<file path="config.mk">
export PLATFORM = sky130hd
export DESIGN_NAME = port_egress_rx
export DESIGN_NICKNAME = d
export VERILOG_FILES = /design/src/rtl/port_egress_rx.sv
export SDC_FILE = /design/constraint.sdc
export NUM_CORES = 1
export LEC_CHECK = 0
export BUFFER_PORTS_ARGS = -buffer_cell sky130_fd_sc_hd__clkbuf_2
export CAP_MARGIN = 20
export CORE_MARGIN = 5
export CORE_UTILIZATION = 53
export CTS_CLUSTER_DIAMETER = 150
export DETAILED_ROUTE_END_ITERATION = 10
export GPL_ROUTABILITY_DRIVEN = 0
export PLACE_DENSITY = 0.72
export SLEW_MARGIN = 30
export SYNTH_ARGS = -nofsm -noshare
export SYNTH_HDL_FRONTEND = slang
export SYNTH_SLANG_ARGS = --single-unit
</file>
<file path="constraint.sdc">
create_clock -name clk -period 5.8 [get_ports clk]
set_input_delay 1.16 -clock clk [delete_from_list [all_inputs] [get_ports clk]]
set_output_delay 1.16 -clock clk [all_outputs]
set_load 0.03 [all_outputs]
</file>
<file path="src/rtl/port_egress_rx.sv">
// Egress receiver for one switch output: per-port legality check, DEPTH-entry FIFO,
// registered valid/ready head stage, and saturating receive/drop/error statistics.
module port_egress_rx #(
    parameter int PORT_ID      = 0,
    parameter int PACKET_WIDTH = 16,
    parameter int DEPTH        = 8,
    parameter int CNT_W        = 16
) (
    input  logic                      clk,
    input  logic                      rst,
    input  logic                      sw_valid,
    input  logic [PACKET_WIDTH-1:0]   sw_data,
    input  logic [1:0]                sw_type,
    output logic                      sw_ready,
    output logic                      m_valid,
    output logic [PACKET_WIDTH-1:0]   m_data,
    output logic [1:0]                m_type,
    input  logic                      m_ready,
    output logic [CNT_W-1:0]          rx_cnt,
    output logic [CNT_W-1:0]          drop_cnt,
    output logic [CNT_W-1:0]          err_cnt,
    output logic                      err_sticky,
    input  logic                      err_clr,
    output logic [$clog2(DEPTH):0]    fifo_count
);

    localparam int AW = $clog2(DEPTH);
    localparam int OW = AW + 1;
    localparam int EW = PACKET_WIDTH + 2;

    typedef enum logic {
        EMPTY = 1'b0,
        HOLD  = 1'b1
    } state_t;

    function automatic logic [2:0] ones4(input logic [3:0] v);
        return 3'(v[0]) + 3'(v[1]) + 3'(v[2]) + 3'(v[3]);
    endfunction

    state_t          state, state_nx;
    logic [EW-1:0]   mem [DEPTH];
    logic [AW-1:0]   wr_ptr, rd_ptr;
    logic [OW-1:0]   used;
    logic            full, empty, pop;
    logic [3:0]      src, tgt;
    logic [2:0]      src_ones, tgt_ones;
    logic            type_ok, legal;
    logic            accept, drop_evt, err_evt;

    assign src      = sw_data[3:0];
    assign tgt      = sw_data[7:4];
    assign src_ones = ones4(src);
    assign tgt_ones = ones4(tgt);

    // NOTE: every combinational output gets a default first so no path infers a latch.
    always_comb begin
        type_ok = 1'b0;
        case (sw_type)
            2'd0:    type_ok = (tgt_ones == 3'd1);
            2'd1:    type_ok = (tgt_ones >= 3'd2);
            2'd2:    type_ok = (tgt == 4'hF);
            default: type_ok = 1'b0;
        endcase
        legal = tgt[PORT_ID] && (src_ones == 3'd1) && type_ok;
    end

    assign full     = (used == OW'(DEPTH));
    assign empty    = (used == '0);
    assign sw_ready = !full;

    // Full is judged on pre-pop occupancy; a same-cycle pop still frees the slot.
    assign err_evt  = sw_valid && !legal;
    assign accept   = sw_valid && legal && (!full || pop);
    assign drop_evt = sw_valid && legal && full && !pop;

    // NOTE: sequential state uses non-blocking assignments so all registers update together.
    always_ff @(posedge clk) begin
        if (rst) begin
            state <= EMPTY;
        end else begin
            state <= state_nx;
        end
    end

    always_comb begin
        state_nx = state;
        pop      = 1'b0;
        case (state)
            EMPTY: begin
                if (!empty) begin
                    pop      = 1'b1;
                    state_nx = HOLD;
                end
            end
            HOLD: begin
                if (m_ready) begin
                    if (!empty) begin
                        pop = 1'b1;
                    end else begin
                        state_nx = EMPTY;
                    end
                end
            end
            default: state_nx = EMPTY;
        endcase
    end

    assign m_valid = (state == HOLD);

    // NOTE: the storage array is not reset; pointers and occupancy define what is valid.
    always_ff @(posedge clk) begin
        if (accept) begin
            mem[wr_ptr] <= {sw_type, sw_data};
        end
    end

    always_ff @(posedge clk) begin
        if (rst) begin
            wr_ptr <= '0;
            rd_ptr <= '0;
            used   <= '0;
        end else begin
            if (accept) begin
                wr_ptr <= wr_ptr + 1'b1;
            end
            if (pop) begin
                rd_ptr <= rd_ptr + 1'b1;
            end
            case ({accept, pop})
                2'b10:   used <= used + 1'b1;
                2'b01:   used <= used - 1'b1;
                default: used <= used;
            endcase
        end
    end

    // Head register: loads from storage whenever the FSM pops, otherwise holds steady.
    always_ff @(posedge clk) begin
        if (rst) begin
            m_data <= '0;
            m_type <= '0;
        end else if (pop) begin
            {m_type, m_data} <= mem[rd_ptr];
        end
    end

    assign fifo_count = used + OW'(state == HOLD);

    always_ff @(posedge clk) begin
        if (rst) begin
            rx_cnt   <= '0;
            drop_cnt <= '0;
            err_cnt  <= '0;
        end else begin
            if (accept && (rx_cnt != '1)) begin
                rx_cnt <= rx_cnt + 1'b1;
            end
            if (drop_evt && (drop_cnt != '1)) begin
                drop_cnt <= drop_cnt + 1'b1;
            end
            if (err_evt && (err_cnt != '1)) begin
                err_cnt <= err_cnt + 1'b1;
            end
        end
    end

    // A new error outranks a simultaneous clear.
    always_ff @(posedge clk) begin
        if (rst) begin
            err_sticky <= 1'b0;
        end else if (err_evt) begin
            err_sticky <= 1'b1;
        end else if (err_clr) begin
            err_sticky <= 1'b0;
        end
    end

endmodule

</file>
==> results by group, run 1 <==
GRT
  • Met3 Use GR: 0.0304
  • Most crowded layer after global routing: met2
  • Global Route Usage Sum: 0.195
  • Met1 track demand over resource: 0.262
  • First-pass GRT wire length: approximately 32,000 um
  • Grt met2 use: 0.333
  • Initial antenna violation count: 0
  • Vias in the first global route: around 6,000
  • Largest net degree at the start of global routing: 52
  • Grt ovf: 0

Synthesis
  • Synth area leaders: edfxtp_1 (45%), dfxtp_1 (16%), mux4_2 (8.5%)
  • Most frequent cells after synthesis: edfxtp_1 (144), dfxtp_1 (78), nor2_1 (43)
  • Synthesized Nets: 727
  • Synth top area share: 0.454
  • Syn avg cell area: between 10 and 15 um2
  • Largest family of logic cells by synthesized area: simple AND/OR/NAND/NOR gates
  • Complex-gate fraction of the synthesized area: 0.0741
  • Xor/xnor share of the synthesized area: 0.0101
  • Ys async rst share: 0
  • Most common cell in the netlist: edfxtp_1
  • Synth Register Bits: ~220
  • Mux cell area share after synthesis: 0.116
  • Syn Inst Count: just under 700
  • Synth Area in Simple Gates: 0.129
  • Post-synth EDFFs: between 100 and 150
  • Adder-Cell Fraction of Synth Area: 0.0260
  • Synth Warn #: 0
  • Yosys cell types: just over 60
  • Area leader, netlist: edfxtp_1
  • Synthesized area: about 9500 um2
  • Predominant post-synthesis flop cell: edfxtp_1
  • Sequential share of the synthesized area: 0.618

Pwr
  • Leak: 3.77 nW
  • PD cells: 398 nW/um2
  • VDD IR-drop max: approximately 270 uV

Clock network
  • Clock root buffer: clkbuf_16
  • Postcts setup bufs: 0
  • Clk_lat worst skew: between 0.5 and 0.6 ns
  • CTS tree: done
  • Post_cts resized: 0
  • CTS buffer count: 24
  • Clock Path Buffers: 3
  • CTS sink count: 222
  • CTS clock-pin slew for the worst setup and hold paths: approximately 0.06 ns
  • Number of hold buffers added after CTS: 0
  • CTS H-tree lvls: 1

STA
  • Worst slew pin tran: 0.832 ns
  • Maximum clock rate: approximately 220 MHz
  • Setup Skew: between 0.01 and 0.015 ns
  • Finish-stage setup viols: 0
  • Fin crit share: 0.797
  • Fin. max-slew vios: 0
  • Worst hold margin: approximately 0.48 ns
  • Setup TNS: 0 ns
  • Fin crit period: between 4 and 5 ns
  • RSZ-0062 raised after global routing: false
  • Final hold viol count: 0
  • Rel. slew slack: 0.445

Floorplan
  • # IOs: 96
  • Rows: between 40 and 50
  • Initial core utilization: 0.534
  • Die H: around 140 um
  • Core area: between 15,000 and 20,000 um2
  • Die ar.: slightly above 20,000 um2
  • Die X: around 140 um

Drt
  • Remaining antenna violation count: 0
  • Vias/cell: 5.98
  • Avg WL per Cell: about 19 um
  • Vias post-DR: just over 6,000
  • Final wirelength: roughly 20,000 um
  • DR pass1 iterations: 6
  • Initial DRC count: 481
  • DRC Markers: 0

Worst setup path
  • Crit path capture type: register
  • FF-to-FF path depth: 9
  • CP Launch Type: primary input
  • Critical Path RT: slightly above 6 ns
  • Crit-path max FO: 11
  • CP arrival: between 5 and 6 ns
  • Kind of critical path: in2reg

Place
  • Hpwl dp: 13,000 um
  • Port Buffers: 95

Outcome
  • Status: finished, final reports clean

Final layout
  • Area Overhead vs Synth: 16.5%
  • Share of layout cells above drive strength 1: 0.274
  • Number of nets in the layout: 831
  • # diodes: 0

Worst hold path
  • Hold crit path type: reg2reg
  • Worst hold stages: 2

Flow run
  • MaxCap Viol Count: 0
[layout make-up]
class                           instances  area (um2)
Clock buffer                           31         637
Clock inverter                         13         168
Fill cell                            1308        6750
Inverter                               22        82.6
Multi-Input combinational cell        408        3430
Sequential cell                       222        5890
Tap cell                              229         287
Timing Repair Buffer                  112         603
[power by group]
part | total (W) | switching [W] | internal (W) | leakage [nW]
clock | 0.00152 | 0.000599 | 0.000916 | 0.389
sequential | 0.00184 | 0.0000672 | 0.00177 | 1.93
combinational | 0.00106 | 0.000645 | 0.000418 | 1.46
[cells by family after synthesis]
group           count (synthesis)
buf+inv                        56
flops                         222
xor+xnor                       11
mux                            65
simple gates                  206
compound gates                108
fa+ha+maj                      18
[final timing paths]
path	start	to	slack (ns)
setup / recovery	sw_data[4]	used[3]	1.18
hold / removal	err_sticky	err_sticky	0.48
setup reg to reg	used[0]	used[3]	3.14
hold reg to reg	err_sticky	err_sticky	0.48
[cell usage in the layout, fill, tap and decap left out, drive strengths merged, types with 16 or more instances in the layout]
| master | synthesis | routed |
|---|---|---|
| o21ai | 18 | 18 |
| mux4 | 36 | 36 |
| a21oi | 41 | 41 |
| dfxtp | 78 | 78 |
| inv | 22 | 23 |
| clkbuf | 17 | 126 |
| mux2i | 23 | 23 |
| buf | 17 | 17 |
| o31ai | 19 | 19 |
| or4 | 22 | 22 |
| nand2 | 27 | 27 |
| edfxtp | 144 | 144 |
| nor2 | 45 | 45 |
| a211oi | 20 | 20 |
| nand3 | 25 | 25 |
| nor3 | 16 | 16 |
[metrics by stage]
step                      setup slack, ns  instances  utilization  power (W)  cell area [um2]
final                                1.18       1037        0.622    0.00442            11100
after global routing                 1.00       1037        0.622    0.00463            11100
after CTS                            1.22       1037        0.622    0.00447            11100
after detailed placement            0.688        993        0.576    0.00294            10300
after global placement              0.801        993        0.576    0.00291            10300
after floorplan                    0.0220        686            -    0.00268             9520
[flip-flops by register name (all words and copies together) (netlist names)]
register    count
err_sticky      1
rx_cnt         16
m_type          2
used            4
rd_ptr          3
wr_ptr          3
m_valid         1
mem           144
drop_cnt       16
err_cnt        16
m_data         16
[metal layers]
metal,up-vias,share of wire
met3,45,0.067
met2,208,0.49
met1,3059,0.41
met5,-,0
met4,0,0.024
li1,2893,-
[critical path, cell delays in order]
cell	delay, ns
clkbuf_2	0.20
inv_1	0.09
fa_1	0.53
inv_1	0.05
ha_1	0.19
inv_1	0.06
ha_1	0.21
or3b_4	0.40
a22o_1	0.44
o21ai_4	0.28
inv_1	0.15
ha_1	0.30
a21o_1	0.18
a21oi_1	0.17
mux2i_1	0.25
mux2_2	0.36
No activity file was read; power rests on OpenSTA's default activity.
==> run 2: changes to the inputs <==
- clock period: 5.8 -> 3.9 ns (I/O delays scaled with it)
==> run 2 against run 1 <==
First-iteration DRC count decreased by 17%. Wire length increased by 0.67%. Cell count increased by 1.9%. Register-to-register slack got worse by 1.7 ns. Die area unchanged. Critical path depth unchanged. Clock power increased by 38%. Via count increased by 1.2%. Clock skew about the same. Non-clock buffer count increased by 22. Core utilization increased by 1.6 points. Sequential cell count unchanged.
==> results by group, run 2 (same netlist as run 1, synthesis figures left out) <==
Outcome
  • Status: finished, final reports clean (unchanged)

Floorplan
  • Die X: 144 um (unchanged)
  • # IOs: 96 (unchanged)
  • Rows: 49 (unchanged)
  • Die ar.: 20,700 um2 (unchanged)
  • Die H: 144 um (unchanged)
  • Core area: 17,800 um2 (unchanged)
  • Initial core utilization: 0.534 (unchanged)

Worst setup path
  • Kind of critical path: in2reg (unchanged)
  • Sequence of cells on the critical path: clkbuf_2, inv_8, fa_1, inv_1, ha_2, inv_1, ha_1, or3b_4, a22o_1, o21ai_4, inv_2, ha_4, a21o_1, a21oi_2, mux2i_1, mux2_2 (was clkbuf_2, inv_1, fa_1, inv_1, ha_1, inv_1, ha_1, or3b_4, a22o_1, o21ai_4, inv_1, ha_1, a21o_1, a21oi_1, mux2i_1, mux2_2)
  • Crit-path max FO: 3 (was 11)
  • CP Launch Type: primary input (unchanged)
  • Critical Path RT: 4.29 ns (was 6.20 ns)
  • FF-to-FF path depth: 9 (unchanged)
  • CP startpoint: sw_data[7] (was sw_data[4])
  • Worst path top cell family by delay: adder cells (unchanged)
  • CP peak stage delay: 0.48 ns (was 0.53 ns)
  • Crit path top cell by count: inv_1 (unchanged)
  • WP buf/inv: 5 (unchanged)
  • Cell depth of the worst setup path: 16 (unchanged)
  • CP arrival: 4.05 ns (was 5.03 ns)
  • CP max-delay cell: fa_1 (unchanged)
  • Crit path capture type: register (unchanged)
  • Worst R2R Start: used[0] (unchanged)

Place
  • Hpwl dp: 13,300 um (was 13,000 um)
  • Area after DPL: 10,700 um2 (was 10,300 um2)
  • Port Buffers: 95 (unchanged)

STA
  • Finish-stage setup viols: 0 (unchanged)
  • Final hold viol count: 0 (unchanged)
  • Fin. max-slew vios: 0 (unchanged)
  • Rel. slew slack: 0.504 (was 0.445)
  • Setup TNS: 0 ns (unchanged)
  • Worst slew pin tran: 0.740 ns (was 0.832 ns)
  • Maximum clock rate: 274 MHz
  • Worst hold margin: 0.476 ns (was 0.483 ns)
  • Fin crit share: 0.937
  • Setup Skew: 0.0129 ns (was 0.0125 ns)
  • Fin crit period: ~3.7 ns
  • RSZ-0062 raised after global routing: false (unchanged)

Final layout
  • Register area: 5890 um2 (unchanged)
  • # diodes: 0 (unchanged)
  • Final instance area: 11,400 um2 (was 11,100 um2)
  • Commonest non-fill, non-tap cell in the layout: edfxtp_1 (unchanged)
  • Multi-input gate area: 3530 um2 (was 3430 um2)
  • Post-layout util: 0.638 (was 0.622)
  • Share of layout cells above drive strength 1: 0.298 (was 0.274)
  • Number of nets in the layout: 852 (was 831)
  • Max reg flops: 144 (unchanged)
  • Biggest register: mem (unchanged)
  • Layout filler cell count: 1,303 (was 1,308)
  • Area Overhead vs Synth: 19.5% (was 16.5%)
  • Commonest non-fill, non-tap cells in the layout: edfxtp_1 (144), clkbuf_2 (94), dfxtp_1 (77) (was edfxtp_1 (144), clkbuf_2 (95), dfxtp_1 (77))

Clock network
  • Post_cts resized: 0 (unchanged)
  • CTS buffer count: 23 (was 24)
  • CTS clock-pin slew for the worst setup and hold paths: 0.06 ns (about the same)
  • CTS tree: done (unchanged)
  • Postcts setup bufs: 0 (unchanged)
  • Number of hold buffers added after CTS: 0 (unchanged)
  • CTS sink count: 222 (unchanged)
  • Clock root buffer: clkbuf_16 (unchanged)
  • Clock Path Buffers: 3 (unchanged)
  • CTS H-tree lvls: 1 (unchanged)
  • Clk_lat worst skew: 0.51 ns (was 0.52 ns)

Drt
  • Routed wire length on met2: 10,100 um (was 9990 um)
  • Vias post-DR: 6,281 (was 6,205)
  • Final wirelength: 20,300 um (was 20,200 um)
  • Met3 WL post-DR: 1250 um (was 1350 um)
  • DRC Markers: 0 (unchanged)
  • Avg WL per Cell: 19.2 um (was 19.5 um)
  • Remaining antenna violation count: 0 (unchanged)
  • Post-Route M1 WL: 8720 um (was 8370 um)
  • DR pass1 iterations: 5 (was 6)
  • Vias/cell: 5.94 (was 5.98)
  • Initial DRC count: 398 (was 481)
  • Top routing layer in use: met4 (unchanged)

GRT
  • First-pass GRT wire length: 33,000 um (was 31,900 um)
  • Global Route Usage Sum: 0.200 (was 0.195)
  • Largest net degree at the start of global routing: 54 (was 52)
  • Grt ovf: 0 (unchanged)
  • Vias in the first global route: 6,298 (was 6,018)
  • Initial antenna violation count: 0 (unchanged)

Pwr
  • NetSw: 0.00195 W (was 0.00131 W)
  • Sequential share of power: 0.427 (was 0.416)
  • Gate power share: 0.251 (was 0.241)
  • Sw frac: 0.301 (was 0.297)
  • PD cells: 572 nW/um2 (was 398 nW/um2)
  • Leak: 3.89 nW (was 3.77 nW)
  • Clock Power Share: 0.323 (was 0.343)
  • VDD IR-drop max: 540 uV (was 275 uV)
  • P_int: 0.00455 W (was 0.00311 W)

Worst hold path
  • Min-Delay Startpoint: err_sticky (unchanged)
  • Worst hold stages: 2 (unchanged)
  • Hold crit path type: reg2reg (unchanged)

Flow run
  • MaxCap Viol Count: 0 (unchanged)
-- run 2: final timing paths --
check | end | slack (ns)
setup reg to reg | used[3] | 1.44
hold reg to reg | err_sticky | 0.48
hold / removal | err_sticky | 0.48
setup / recovery | used[3] | 0.24
-- run 2: per-layer routing --
layer | vias to the layer above | track usage
li1 | 2942 | -
met5 | - | 0
met3 | 27 | 0.0344
met2 | 184 | 0.334
met1 | 3128 | 0.279
met4 | 0 | 0.0426
-- run 2: worst reg2reg max path: cells and delay by family, from the launching register on --
family                     cells  cell delay, ns
adders and majority gates      1            0.21
and+or+nand+nor                2            0.69
buffers and inverters          1            0.07
AOI/OAI and AO/OA              3            0.42
muxes                          2            0.56
DFF                            1            0.40
-- run 2: layout make-up --
class,count,share of cell area
clock inverter,11,0.00957
tap,229,0.0252
multi-input combinational,408,0.310
inverter,22,0.00792
timing repair buffer,134,0.0765
clock buffer,31,0.0532
sequential,222,0.517
-- run 2: power groups by stage --
stage | combinational, W | clock (W) | sequential (W)
final | 0.00163 | 0.00210 | 0.00277
after global routing | 0.00178 | 0.00224 | 0.00280
after CTS | 0.00166 | 0.00214 | 0.00278
after detailed placement | 0.00164 | 0 | 0.00283
after global placement | 0.00159 | 0 | 0.00282
after floorplan | 0.00103 | 0 | 0.00297
-- run 2: metrics by stage --
stage                     power (W)  worst slack, ns  instances
after global routing        0.00681           0.0999       1057
after CTS                   0.00657            0.236       1057
after global placement      0.00441           -0.150       1015
after detailed placement    0.00447           -0.251       1015
final                       0.00650            0.245       1057
after floorplan             0.00401           -0.126        686
==> run 3: changes to the inputs <==
- CORE_MARGIN: 5 -> default
==> run 3 against run 2 <==
Non-clock buffer count unchanged. First-iteration DRC count is 22% lower. Register-to-register slack about the same. Wire length is 2.6% higher. Largest power group unchanged. Worst setup slack better by 0.025 ns. Die area down 11%. Core utilization grew 2.7 points. Cell area grew 1.7%. Count of clock-buffer cells in the layout fell by 4. Critical path type unchanged. Critical path depth unchanged. Cell count shrank 0.19%.
==> results by group, run 3 (same netlist as run 1, synthesis figures left out) <==
Outcome
  • Status: finished, final reports clean (unchanged)

STA
  • Setup TNS: 0 ns (unchanged)
  • Rel. slew slack: 0.357 (was 0.504)
  • PnR worst setup slack: 0.270 ns (was 0.245 ns)
  • Maximum clock rate: 275 MHz (was 274 MHz)
  • Final hold viol count: 0 (unchanged)
  • Setup Skew: 0.0161 ns (was 0.0129 ns)
  • Finish-stage setup viols: 0 (unchanged)
  • Fin crit share: 0.931 (was 0.937)
  • RSZ-0062 raised after global routing: false (unchanged)
  • Worst slew pin tran: 0.964 ns (was 0.740 ns)
  • Fin crit period: 3.63 ns (was 3.66 ns)
  • Fin. max-slew vios: 0 (unchanged)

Place
  • Hpwl dp: 13,100 um (was 13,300 um)
  • Dpl ws: -0.205 ns (was -0.251 ns)
  • Port Buffers: 95 (unchanged)
  • Area after DPL: 10,700 um2 (about the same)

Final layout
  • Max reg flops: 144 (unchanged)
  • Final instance area: 11,600 um2 (was 11,400 um2)
  • Biggest register: mem (unchanged)
  • Commonest non-fill, non-tap cell in the layout: edfxtp_1 (unchanged)
  • # diodes: 0 (unchanged)
  • Number of nets in the layout: 853 (was 852)
  • Area Overhead vs Synth: 21.6% (was 19.5%)
  • Commonest non-fill, non-tap cells in the layout: edfxtp_1 (144), clkbuf_2 (94), dfxtp_1 (77) (unchanged)
  • Share of layout cells above drive strength 1: 0.308 (was 0.298)
  • Layout filler cell count: 1,224 (was 1,303)

Clock network
  • CTS H-tree lvls: 1 (unchanged)
  • Clk_lat worst skew: 0.52 ns (was 0.51 ns)
  • CTS tree: done (unchanged)
  • Post_cts resized: 0 (unchanged)
  • Clock root buffer: clkbuf_16 (unchanged)
  • Number of hold buffers added after CTS: 0 (unchanged)
  • Postcts setup bufs: 0 (unchanged)
  • Clock Path Buffers: 3 (unchanged)
  • CTS sink count: 222 (unchanged)
  • CTS buffer count: 24 (was 23)
  • CTS clock-pin slew for the worst setup and hold paths: 0.06 ns (about the same)

Pwr
  • VDD IR-drop max: 431 uV (was 540 uV)
  • Leak: 3.99 nW (was 3.89 nW)
  • PD cells: 605 nW/um2 (was 572 nW/um2)

Worst setup path
  • CP arrival: 4.03 ns (was 4.05 ns)
  • CP Launch Type: primary input (unchanged)
  • Crit path top cell by count: inv_1 (unchanged)
  • Crit path capture type: register (unchanged)
  • Critical Path RT: 4.30 ns (was 4.29 ns)
  • CP max-delay cell: fa_1 (unchanged)
  • Crit-path max FO: 3 (unchanged)
  • Kind of critical path: in2reg (unchanged)
  • CP peak stage delay: 0.47 ns (was 0.48 ns)
  • Sequence of cells on the critical path: clkbuf_2, inv_8, fa_1, inv_1, ha_2, inv_1, ha_1, or3b_4, a22o_1, o21ai_4, inv_2, ha_4, a21o_1, a21oi_2, mux2i_1, mux2_2 (unchanged)

Drt
  • Initial DRC count: 312 (was 398)
  • DRC Markers: 0 (unchanged)
  • Avg WL per Cell: 19.8 um (was 19.2 um)
  • Vias post-DR: 6,349 (was 6,281)
  • DR pass1 iterations: 4 (was 5)
  • Final wirelength: 20,900 um (was 20,300 um)
  • Remaining antenna violation count: 0 (unchanged)
  • Vias/cell: 6.02 (was 5.94)

GRT
  • Largest net degree at the start of global routing: 50 (was 54)
  • First-pass GRT wire length: 32,400 um (was 33,000 um)
  • Vias in the first global route: 6,185 (was 6,298)
  • Initial antenna violation count: 0 (unchanged)
  • Grt ovf: 0 (unchanged)
  • Global Route Usage Sum: 0.226 (was 0.200)

Floorplan
  • Die ar.: 18,500 um2 (was 20,700 um2)
  • Die X: 136 um (was 144 um)
  • Initial core utilization: 0.547 (was 0.534)
  • Core area: 17,400 um2 (was 17,800 um2)
  • Die H: 136 um (was 144 um)
  • # IOs: 96 (unchanged)
  • Rows: 48 (was 49)

Flow run
  • MaxCap Viol Count: 0 (unchanged)

Worst hold path
  • Hold crit path type: reg2reg (unchanged)
run 3: changes by cell type in the layout (fill, tap and decap cells not counted), sizes merged:
cell,change
bufinv,+5
clkinvlp,+1
clkbuf,-4
run 3: per-stage QoR:
stage | utilization | total power (W) | instances | hold WS, ns
finish | 0.665 | 0.00700 | 1055 | 0.479
global placement | 0.611 | 0.00441 | 1011 | 0.460
detailed placement | 0.612 | 0.00447 | 1011 | 0.464
global route | 0.665 | 0.00728 | 1055 | 0.492
floorplan | - | 0.00401 | 686 | 0.540
CTS | 0.665 | 0.00705 | 1055 | 0.473
run 3: final timing paths:
| kind | startpoint | to | slack (ns) | cells after the start |
|---|---|---|---|---|
| setup / recovery | sw_data[7] | used[3] | 0.27 | 16 |
| hold / removal | err_sticky | err_sticky | 0.48 | 2 |
| setup reg to reg | used[1] | used[3] | 1.45 | 9 |
| hold reg to reg | err_sticky | err_sticky | 0.48 | 2 |
run 3: cell type report:
| cell class | count | area [um2] | share of cell area |
|---|---|---|---|
| Multi-Input combinational cell | 408 | 3530 | 0.305 |
| Clock buffer | 27 | 632 | 0.0546 |
| Timing Repair Buffer | 134 | 868 | 0.0750 |
| Tap cell | 225 | 282 | 0.0243 |
| Sequential cell | 222 | 5890 | 0.509 |
| Inverter | 22 | 90.1 | 0.00778 |
| Clock inverter | 17 | 288 | 0.0249 |
run 3: per-layer routing:
metal | vias to the layer above | wire length (um) | global-route usage
met5 | - | 0 | 0
li1 | 2940 | - | -
met4 | 0 | 446 | 0.0648
met2 | 182 | 10500 | 0.390
met1 | 3187 | 8900 | 0.296
met3 | 40 | 995 | 0.0332
run 3: where the power goes:
part	total [W]	switching, W	internal (W)
combinational	0.00165	0.000962	0.000687
sequential	0.00280	0.000160	0.00264
clock	0.00256	0.000920	0.00164
total	0.00700	0.00204	0.00496
run 3: worst max-delay path: cells and delay by family:
kind | cells | cell delay, ns
adders and majority gates | 4 | 1.15
AOI/OAI and AO/OA | 4 | 0.71
muxes | 2 | 0.57
and+or+nand+nor | 1 | 0.40
buffers and inverters | 5 | 0.39
